$ cat config.mk
export PLATFORM = sky130hd
export DESIGN_NAME = conv_frame_sequencer
export DESIGN_NICKNAME = d
export VERILOG_FILES = /design/src/rtl/conv_frame_sequencer.sv
export SDC_FILE = /design/constraint.sdc
export NUM_CORES = 1
export LEC_CHECK = 0
export BUFFER_PORTS_ARGS = -buffer_cell sky130_fd_sc_hd__buf_2
export CAP_MARGIN = 20
export CORE_MARGIN = 1
export CORE_UTILIZATION = 25
export CTS_CLUSTER_DIAMETER = 120
export DETAILED_ROUTE_END_ITERATION = 10
export PLACE_DENSITY = 0.39
export SYNTH_ARGS = -nofsm -noshare
export SYNTH_HDL_FRONTEND = slang
export SYNTH_SLANG_ARGS = --single-unit
$ cat constraint.sdc
create_clock -name clk -period 4.8 [get_ports clk]
set_clock_uncertainty 0.05 [all_clocks]
set_input_delay 0 -clock clk [delete_from_list [all_inputs] [get_ports clk]]
set_output_delay 0 -clock clk [all_outputs]
set_load 0.05 [all_outputs]
$ cat src/rtl/conv_frame_sequencer.sv
// conv_frame_sequencer: streams CHANNELS feature-map channels plus flush cycles into the padding/window datapath.
// Optional SEQ_PERF_CNT_EN enables the saturating stall_cycles counter; otherwise stall_cycles is tied to 0.
module conv_frame_sequencer #(
    parameter int WIDTH    = 112,
    parameter int CHANNELS = 64,
    parameter int FLUSH    = WIDTH + 2,
    parameter int ADDR_W   = 24
) (
    input  logic              clk,
    input  logic              rst,
    input  logic              start,
    input  logic [ADDR_W-1:0] cfg_base,
    input  logic              stall,
    output logic              busy,
    output logic              done,
    output logic              rd_en,
    output logic [ADDR_W-1:0] rd_addr,
    output logic              pix_valid,
    output logic              flush_valid,
    output logic              frame_start,
    output logic [15:0]       channel_idx,
    output logic [31:0]       stall_cycles
);
    localparam int NPIX = WIDTH * WIDTH;
    localparam int PW   = $clog2(NPIX + 1);
    localparam int FW   = $clog2(FLUSH + 1);
    typedef enum logic [2:0] {S_IDLE, S_STREAM, S_FLUSH, S_NEXT, S_DONE} state_t;
    state_t state, state_nx;
    logic [ADDR_W-1:0] base, ch_off;
    logic [PW-1:0] pix;
    logic [FW-1:0] fcnt;
    logic [15:0] ch;
    logic pix_last, flush_last, ch_last;
    assign pix_last    = pix == PW'(NPIX - 1);
    assign flush_last  = fcnt == FW'(FLUSH - 1);
    assign ch_last     = ch == 16'(CHANNELS - 1);
    assign rd_en       = state == S_STREAM && !stall;
    assign rd_addr     = base + ch_off + ADDR_W'(pix);
    assign busy        = state != S_IDLE;
    assign done        = state == S_DONE;
    assign channel_idx = ch;
    always_comb begin
        state_nx = state;
        case (state)
            S_IDLE:   state_nx = start ? S_STREAM : S_IDLE;
            S_STREAM: state_nx = (!stall && pix_last) ? S_FLUSH : S_STREAM;
            S_FLUSH:  state_nx = (!stall && flush_last) ? (ch_last ? S_DONE : S_NEXT) : S_FLUSH;
            S_NEXT:   state_nx = S_STREAM;
            default:  state_nx = S_IDLE;
        endcase
    end
    always_ff @(posedge clk or posedge rst) begin
        if (rst) begin
            state       <= S_IDLE;
            base        <= '0;
            ch_off      <= '0;
            pix         <= '0;
            fcnt        <= '0;
            ch          <= '0;
            pix_valid   <= 1'b0;
            flush_valid <= 1'b0;
            frame_start <= 1'b0;
        end else begin
            state       <= state_nx;
            pix_valid   <= rd_en;
            flush_valid <= state == S_FLUSH && !stall;
            frame_start <= rd_en && pix == '0;
            if (state == S_IDLE && start) begin
                base   <= cfg_base;
                ch     <= '0;
                pix    <= '0;
                ch_off <= '0;
            end
            if (state == S_STREAM && !stall) begin
                pix <= pix + 1'b1;
                if (pix_last) fcnt <= '0;
            end
            if (state == S_FLUSH && !stall) fcnt <= fcnt + 1'b1;
            // channel offset accumulates instead of multiplying ch by the frame size
            if (state == S_NEXT) begin
                ch     <= ch + 1'b1;
                ch_off <= ch_off + ADDR_W'(NPIX);
                pix    <= '0;
            end
        end
    end
`ifdef SEQ_PERF_CNT_EN
    logic [31:0] sc;
    always_ff @(posedge clk or posedge rst) begin
        if (rst) sc <= '0;
        else if (state == S_IDLE && start) sc <= '0;
        else if ((state == S_STREAM || state == S_FLUSH) && stall && sc != '1) sc <= sc + 1'b1;
    end
    assign stall_cycles = sc;
`else
    assign stall_cycles = '0;
`endif
endmodule

[Yosys cells after proc, flatten, opt, wreduce, memory -nomap -nowiden]
Index checks and enable logic that the tools add are counted.
Operators by class
  muxes and demuxes: 15
  reduce and logical (&&, ||, !) cells: 15
  eq/ne operators: 7
  add/subtract/negate cells: 6
Operators by type and width (number)
  $mux 24: 2
  $mux 14: 3
  $mux 16: 2
  $add 24x14->24: 1
  $add 24x14->24 const B: 1
  $add 24x24->24: 1
  $mux 7: 3
  $add 16x1->16 const B: 1
  $eq 16x6->1 const B: 1
  $add 14x1->14 const B: 1
  $eq 14x14->1 const B: 1
  $logic_not 14->1: 1
  $pmux 3 s4: 1
  $add 7x1->7 const B: 1
  $eq 7x7->1 const B: 1
  $eq 3x2->1 const B: 2
  $logic_and 1x1->1: 6
  $mux 3: 2
  $reduce_bool 2->1: 3
  $reduce_bool 3->1: 2
  $eq 3x1->1 const B: 1
  $eq 3x3->1 const B: 1
  $logic_not 3->1: 1
  $mux 2: 1
  3 further kinds: 3
Storage, ports and cells
  output and inout port bits: 78
  input bits: 28
  register bits after elaboration: 91
  logic and storage cells: 52

[Longest topological paths before layout]
Gate-level depths: netlist (run 1).
  depth in word-level cells: 5
  mapped depth: 10
  mapped depth without buffers: 10

[Worst setup path before layout (run 1)]
OpenSTA, ideal clock, no wires.
  kind: register -> output
  start: register pix[1]
  end: output rd_addr[19]
  required time: 4750 ps
  arrival: 3504 ps
  cell stages (with the launch flop): 11
  path buffers: 0
  setup slack: 1246 ps
  cell sequence: dfrtp_1 ha_1 ha_1 inv_1 fa_1 nand2b_1 a21oi_1 o21ai_0 a31oi_1 nor4_1 nor4_1
Between the ends
  cells in the longest elaborated chain, start to end: 1
RTL lines
  from (decl): line 30  | logic [PW-1:0] pix;
  from (signal assigned): line 75  | pix <= pix + 1'b1;
  $add 24x14->24: line 38  | assign rd_addr = base + ch_off + ADDR_W'(pix);
  to (decl): line 17  | output logic [ADDR_W-1:0] rd_addr,
No other way between the ends.

[Final worst setup path (run 1)]
  start: register pix[13]
  end: output rd_addr[22]
The elaborated chain is that of the path after synthesis.

==> results of run 1 <==
[path summary, 6_finish.rpt]
path | from | to | slack (ns) | cells after the start
min in group clk | start | pix[12] | 0.18 | 5
setup reg to reg | state[2] | pix[10] | 2.76 | 8
hold / removal | rst | pix_valid | 0.17 | 3
hold reg to reg | fcnt[6] | fcnt[6] | 0.44 | 1
max in group asynchronous | rst | ch_off[15] | 3.41 | 4
setup / recovery | pix[13] | rd_addr[22] | 1.39 | 9
[kinds of logic (layout without fill, tap and decap cells)]
group	count (synthesis)	count (layout)	synth area share (%)
other cells	1	32	0.0668
flops	83	83	37.0
xor+xnor	26	26	4.06
mux	37	37	7.15
buf+inv	61	129	6.60
fa+ha+maj	53	53	12.7
simple gates	214	214	19.4
compound gates	124	124	13.0
[tightest hold or removal path, stage by stage]
cell           delay (ns)
dlygate4sd3_1        0.53
buf_2                0.12
clkinv_2             0.33
[cell type report]
type                    count  area, um2  area share, %
clock buffers              11        253           3.77
flip-flops and latches     83       2080           31.0
multi-input cells         486       3280           48.9
well taps                 280        350           5.22
repair buffers            102        648           9.66
clock inverters             4       50.0          0.746
inverters                  12       46.3          0.690
[metrics by stage]
stage / hold slack, ns / power, uW
3_3_place_gp: -0.00219 / 983
5_1_grt: 0.197 / 1790
2_1_floorplan: 0.101 / 952
6_report: 0.166 / 1700
3_5_place_dp: -0.000456 / 984
4_1_cts: 0.162 / 1740
[what timing repair did]
action | in CTS | in global routing
setup endpoints to repair | 0 | 0
endpoints found under the hold margin | 51 | 0
hold buffers | 26 | 0
[routing by layer]
layer  global-route usage (%)  share of wire (%)  vias to the layer above
met5                        0                  0                        -
met4                     3.19               0.59                        0
met3                     2.88                3.2                        5
met2                     21.3                 49                       80
met1                     15.8                 47                     2194
li1                         -                  -                     2263
[registers in the layout, summed over array words and instances, names as in the netlist]
register,cells
base,24
ch_off,16
channel_idx,16
pix,14
fcnt,7
state,3
flush_valid,1
frame_start,1
pix_valid,1
[cell usage after synthesis (2+ instances only)]
cell,number
dfrtp_1,83
nand2_1,63
o21ai_0,49
ha_1,46
nor2_1,42
buf_4,33
a21oi_1,32
nand3_1,28
mux2_2,25
xnor2_1,15
and3_1,12
mux2i_1,12
nand4_1,12
xor2_1,11
inv_1,9
buf_2,8
nor3_1,8
fa_1,7
a21o_1,6
nor4_1,6
a31oi_1,5
and2_1,5
clkbuf_1,5
nand2b_1,5
o211ai_1,5
o21ai_1,5
nor2b_1,4
o21a_1,4
o31ai_1,4
or3_1,4
inv_2,3
nand3b_1,3
a22o_1,2
and4_1,2
buf_1,2
nor2_2,2
o21bai_1,2
o41ai_1,2
or2_1,2
or2_2,2
[power by group]
group | switching [uW] | internal (uW) | total (uW)
clock | 284 | 428 | 712
combinational | 179 | 66.6 | 246
sequential | 23.3 | 717 | 740
==> metrics, run 1 <==
outcome finished, final reports clean; Detailed Route WL 14.0 mm; clock transition at the registers of the reported paths 0.07 ns; Synth area leaders dfrtp_1, ha_1, mux2_2; fin cells 978; layout cell share with drive strength beyond 1 19.1%; Core Area 0.0219 mm2; Total Routing Usage GR 12.5%; cell-by-cell trace of the critical path fa_1 > ha_1 > a21oi_1 > nor2b_1 > inv_2 > o31ai_2 > nor2_1 > nor4_2 > buf_2; Max FO, Critical Path 7; number of DRC markers in iteration 0 157; first-pass GRT wire length 23.5 mm; CP max-delay cell fa_1; CTS Buf Count 9; Hold WC Path Type in -> async; MaxCap Viol Count 0; setup bufs post-CTS 0; Pins Over Slew Limit 0; Final min period 3.41 ns; Final Cycle Share 71.0%; CP Data Required Time 4.75 ns; top cell type's share of synthesized area 37.0%; Final nets 775; register area share after synthesis 37.0%; Final WS setup 1.39 ns; #FFs+latches synth 83; CTS tree yes; clk buf depth 2; initial antenna violation count 0; final design utilization 30.6%; Buf/Inv on CP 2; CP delay by family, top adder cells; Post-synth EDFFs 0; final setup fails 0; total placed instance area 0.00614 mm2; Die W 152 um; syn avg cell area 9.37 um2; largest net degree at the start of global routing 58; initial core utilization 25.6%; first-pass iteration count of the detailed router 4; DP Worst Slack 1.77 ns; Worst Tran Pin Value 0.741 ns; DRT antenna net count 0; RSZ-0062 raised after global routing no; Data arrival, critical path 3.36 ns; Max transition margin 50.6%; DR DRC count 0; vias in the first global route 4578; post-DP HPWL 10.4 mm; synth-to-layout area growth 19.5%; most frequent cells in the layout dfrtp_1, buf_2, nand2_1; Power Density 253 mW/mm2; Die Ht 152 um; clock latency on the worst-skew pair 0.34 ns; CP Class reg -> out; number of cell rows 54; Resize count post-CTS 0; ys async rst share 100%; PortBufs 73; routed len/inst 14.3 um; Root Buffer clkbuf_16; # fillers 2287; VDD IR max 0.143 mV; max incr delay on CP 0.46 ns; diodes inserted 0; post-DR vias/cell 4.64; most common flop cell mapped by yosys dfrtp_1; total grt overflow 0; die area 0.0231 mm2; via count 4542; most common cell after layout, fill and taps aside dfrtp_1; # IOs 106; CTS HTree Levels 3; mapped cell area 0.00561 mm2; YS warnings 0; Cells after Synth 599; Static Leak 0.00325 uW; placed cell count 937; Synth area leader dfrtp_1; GP Congestion 0.774; setup_tns 0 ns; Clock Sinks 83; startpoint types register; final hold viol count 0; Fmax achieved 0.293 GHz; final instance area 0.00671 mm2; Synth cell types 64; CP Capture Type output port
Note: power is estimated with default switching activity, not from simulation.
==> run 2, diff against run 1 <==
==> constraint.sdc (replaced) <==
create_clock -name clk -period 3.2 [get_ports clk]
set_clock_uncertainty 0.05 [all_clocks]
set_input_delay 0 -clock clk [delete_from_list [all_inputs] [get_ports clk]]
set_output_delay 0 -clock clk [all_outputs]
set_load 0.05 [all_outputs]
==> run 2 against run 1 <==
  * Worst setup slack lost 1.2 ns
  * Global-route usage is essentially flat
  * Hold slack lost 0.032 ns
  * Register-to-register slack lost 1.7 ns
  * Design area grew 2.9%
  * Sequential cell count is the same
  * Sequential share of layout area shrank 0.82 points
  * Critical path depth grew 3
  * Via count grew 1.1%
  * Clock power grew 50%
==> metrics, run 2 (synthesis results as in run 1) <==
Final Cycle Share 95.2%; DRT antenna net count 0; die area 0.0231 mm2; Max transition margin 60.2%; via count 4592; RSZ-0062 raised after global routing yes; most frequent cells in the layout dfrtp_1, buf_2, nand2_1; Largest register FFs 24; initial antenna violation count 0; max incr delay on CP 0.41 ns; placed cell count 942; Total Routing Usage GR 12.5%; Final min period 3.05 ns; Power Density 370 mW/mm2; layout cell share with drive strength beyond 1 22.5%; GP Congestion 0.796; final design utilization 31.5%; Final nets 784; vias in the first global route 4570; # fillers 2304; Hold WC Path Type in -> async; post-DP HPWL 10.7 mm; final setup fails 0; VDD IR max 0.232 mV; Core Area 0.0219 mm2; Clock Sinks 83; CP Data Required Time 3.15 ns; Worst Tran Pin Value 0.597 ns; outcome finished, final reports clean; met2 Usage GRT 21.3%; Buf/Inv on CP 3; # IOs 106; post-DR vias/cell 4.65; Detailed Route WL 14.0 mm; initial core utilization 25.6%; total placed instance area 0.00621 mm2; Die Ht 152 um; cell-by-cell trace of the critical path ha_1 > ha_1 > inv_1 > fa_1 > nand2b_1 > a21oi_2 > o21ai_1 > a31oi_2 > buf_4 > nor2_1 > xnor2_1 > clkbuf_4; DR DRC count 0; fin cells 988; Data arrival, critical path 3.00 ns; total grt overflow 0; CP Class reg -> out; startpoint types register; synth-to-layout area growth 22.9%; PortBufs 73; first-pass iteration count of the detailed router 4; CP delay by family, top adder cells; met1 Use GR 15.8%; Pint 1790 uW; diodes inserted 0; Root Buffer clkbuf_16; Pins Over Slew Limit 0; CTS HTree Levels 3; CTS tree yes; CP Capture Type output port; GRT met3 Usage 2.80%; Clock power frac 42.0%; largest net degree at the start of global routing 47; FF/Latch Area 0.00208 mm2; number of cell rows 54; clk buf depth 2; clock latency on the worst-skew pair 0.34 ns; first-pass GRT wire length 23.2 mm; Fmax achieved 0.328 GHz; Max FO, Critical Path 4; switching share of power 29.9%; Static Leak 0.00332 uW; MaxCap Viol Count 0; Min Hold Slack 0.134 ns; final hold viol count 0; number of DRC markers in iteration 0 151; Die W 152 um; CTS Buf Count 9; sw power 764 uW; final instance area 0.00690 mm2; routed len/inst 14.2 um; Multi-input gate area 0.00337 mm2; Most Used Layer, Global Route met2; sequential power share 43.3%; clock transition at the registers of the reported paths 0.06 ns; most common cell after layout, fill and taps aside dfrtp_1; combinational cell fraction of total power 14.7%; CP max-delay cell dfrtp_1; total power draw 2550 uW; Largest Register base; crit-path most repeated cell ha_1
-- run 2: changes by cell type in the layout (fill, tap and decap cells not counted), moves of 4 or more --
| cell | before | now |
|---|---|---|
| a21oi_1 | 32 | 28 |
| buf_2 | 73 | 66 |
| buf_4 | 3 | 16 |
| o21ai_0 | 49 | 44 |
-- run 2: final timing paths --
check / startpoint / cells after the start / slack [ns] / endpoint
max in group asynchronous: rst / 5 / 2.15 / ch_off[9]
max reg2reg: pix[8] / 7 / 1.05 / fcnt[5]
min: rst / 3 / 0.13 / pix_valid
min in group clk: start / 5 / 0.17 / pix[2]
min reg2reg: fcnt[6] / 1 / 0.46 / fcnt[6]
max: pix[1] / 12 / 0.15 / rd_addr[15]
-- run 2: stage by stage --
| stage | setup slack (ns) | TNS, ns |
|---|---|---|
| 2_1_floorplan | 0.0620 | 0 |
| 3_3_place_gp | 0.254 | 0 |
| 3_5_place_dp | 0.210 | 0 |
| 4_1_cts | 0.00722 | 0 |
| 5_1_grt | -0.0202 | -0.0202 |
| 6_report | 0.154 | 0 |
-- run 2: worst min-delay path, delay by kind of cell --
kind	cells	cell delay [ns]
buf+inv	3	0.95
-- run 2: per-layer routing --
layer,part of all wire (%),vias to the layer above
met5,0,-
met4,0.97,0
li1,-,2277
met3,3.4,10
met2,49,82
met1,46,2223
-- run 2: timing repair --
item | CTS | global route
setup buffers | 3 | 1
hold buffers | 26 | 0
endpoints found under the setup margin | 8 | 10
hold endpoints to repair | 81 | 0
cloned | 0 | 0
gates resized for setup | 7 | 25
pin swaps | 2 | 2
-- run 2: area by class of cell --
class                           instances  share of cell area, %
Tap cell                              280                   5.08
Clock buffer                            9                   3.26
Clock inverter                          7                   1.12
Sequential cell                        83                   30.1
Timing Repair Buffer                  111                   10.9
Inverter                               12                  0.671
Multi-Input combinational cell        486                   48.9
-- run 2: power by group through the flow --
stage / Clock [uW] / Combinational (uW) / Sequential [uW]
after floorplan: 0 / 299 / 1130
after global placement: 0 / 352 / 1120
after detailed placement: 0 / 355 / 1130
after CTS: 1120 / 381 / 1110
after global routing: 1150 / 410 / 1110
final: 1070 / 376 / 1110
==> run 3, diff against run 2 <==
--- a/config.mk
+++ b/config.mk
@@ -11,6 +11,7 @@
 export CORE_UTILIZATION = 25
 export CTS_CLUSTER_DIAMETER = 120
 export DETAILED_ROUTE_END_ITERATION = 10
+export GPL_TIMING_DRIVEN = 0
 export PLACE_DENSITY = 0.39
 export SYNTH_ARGS = -nofsm -noshare
 export SYNTH_HDL_FRONTEND = slang
==> run 3 against run 2 <==
  * Design area rose by 4.0%
  * Cell count rose by 3.8%
  * Sequential power barely moved
  * Core utilization rose by 1.2 points
  * Combinational power rose by 6.4%
  * Fmax fell by 1.5%
  * Total power rose by 0.73%
  * Largest cell class unchanged
  * Highest routed layer unchanged
==> metrics, run 3 (synthesis results as in run 1) <==
layout cell share with drive strength beyond 1 26.1%; Total Routing Usage GR 12.3%; post-DR vias/cell 4.62; total grt overflow 0; clock latency on the worst-skew pair 0.35 ns; MaxCap Viol Count 0; Final WS setup 0.108 ns; most frequent cells in the layout dfrtp_1, buf_2, nand2_1; startpoint types register; number of cell rows 54; Static Leak 0.00350 uW; reg-to-reg setup timing slack 1.16 ns; Die Ht 152 um; GP Congestion 0.796; Reg-to-Reg End fcnt[5]; die area 0.0231 mm2; Data arrival, critical path 3.04 ns; combinational cell fraction of total power 15.5%; total placed instance area 0.00649 mm2; initial antenna violation count 0; diodes inserted 0; DRT antenna net count 0; via count 4739; sw power 742 uW; Largest Register base; Core Area 0.0219 mm2; switching share of power 28.8%; outcome finished, final reports clean; Reg2Reg Depth 6; Worst Tran Pin Value 0.769 ns; first-pass iteration count of the detailed router 4; Root Buffer clkbuf_16; CTS HTree Levels 3; PortBufs 73; cell-by-cell trace of the critical path fa_1 > ha_1 > and3_1 > nand2_1 > a21oi_4 > o31ai_4 > nor3b_1 > nor4_2 > buf_4; Detailed Route WL 14.2 mm; Clock Sinks 83; clock transition at the registers of the reported paths 0.07 ns; first-pass GRT wire length 23.2 mm; Final nets 823; Critical Path End rd_addr[22]; CTS tree yes; Pins Over Slew Limit 0; CP Class reg -> out; DR DRC count 0; reg2reg start pix[8]; final setup fails 0; Die W 152 um; RSZ-0062 raised after global routing yes; clk buf depth 2; CP Capture Type output port; post-DP HPWL 10.9 mm; largest net degree at the start of global routing 55; most common cell after layout, fill and taps aside dfrtp_1; Final Cycle Share 96.6%; vias in the first global route 4589; Fmax achieved 0.323 GHz; Max FO, Critical Path 7; Max transition margin 48.7%; total power draw 2570 uW; # IOs 106; synth-to-layout area growth 27.7%; sequential power share 43.2%; Final min period 3.09 ns; Min Hold Slack 0.152 ns; CTS Buf Count 9; Power Density 359 mW/mm2; CP max-delay cell fa_1; setup_tns 0 ns; VDD IR max 0.285 mV; number of DRC markers in iteration 0 161; routed len/inst 13.8 um; Pint 1830 uW; Critical Path Source ch_off[8]; Clock power frac 41.3%; max incr delay on CP 0.49 ns; final instance area 0.00717 mm2; CP Data Required Time 3.15 ns; final hold viol count 0; DP Worst Slack 0.165 ns; Largest register FFs 24; Hold WC Path Type in -> async; initial core utilization 25.6%
==> run 3: repair_timing <==
item | in CTS | in global routing
pin swaps | 2 | 1
setup endpoints to repair | 9 | 11
hold endpoints to repair | 54 | 0
buffers inserted | 2 | 0
hold buffers | 26 | 0
gates resized for setup | 15 | 25
==> run 3: per-layer routing <==
layer  part of all wire (%)  up-vias  global-route usage [%]
met5                      0        -                       0
met2                     49       72                    21.2
met1                     47     2300                    15.9
met4                   0.82        0                    2.86
li1                       -     2360                       -
met3                    3.0        7                    2.40
==> run 3: worst max-delay path, delay by kind of cell (launching register included) <==
kind / cells / cell delay [ns]
AOI/OAI and AO/OA: 2 / 0.34
and+or+nand+nor: 4 / 0.78
buffers and inverters: 1 / 0.24
DFF: 1 / 0.47
adders and majority gates: 2 / 0.87
==> run 3: worst min-delay path by stage <==
| stage | start | end | slack (ns) | cells after the start |
|---|---|---|---|---|
| 6_report | rst | pix_valid | 0.15 | 3 |
| 5_1_grt | rst | base[2] | 0.18 | 3 |
| 4_1_cts | rst | pix_valid | 0.15 | 3 |
| 3_5_place_dp | rst | pix_valid | -0.008 | 2 |
| 3_3_place_gp | cfg_base[0] | base[0] | 0.18 | 2 |
| 2_1_floorplan | cfg_base[18] | base[18] | 0.10 | 1 |
==> run 3: cell type report <==
class                   count  area [um2]
clock buffers              10         239
well taps                 280         350
clock inverters             5        62.6
inverters                  12        47.5
flip-flops and latches     83        2080
fillers                  2326       14700
repair buffers            102         693
plain buffers              48         322
multi-input cells         486        3380
==> run 3: per-stage QoR <==
step                      utilization [%]  std cells
after global placement               29.5        983
final                                32.8       1026
after CTS                            32.5       1027
after detailed placement             29.6        984
after floorplan                         -        630
after global routing                 32.8       1026
==> run 3: power by group through the flow <==
stage                     Sequential, uW  Clock, uW  Combinational (uW)
final                               1110       1060                 400
after global routing                1120       1140                 438
after CTS                           1110       1110                 406
after detailed placement            1130          0                 381
after global placement              1130          0                 374
after floorplan                     1130          0                 299
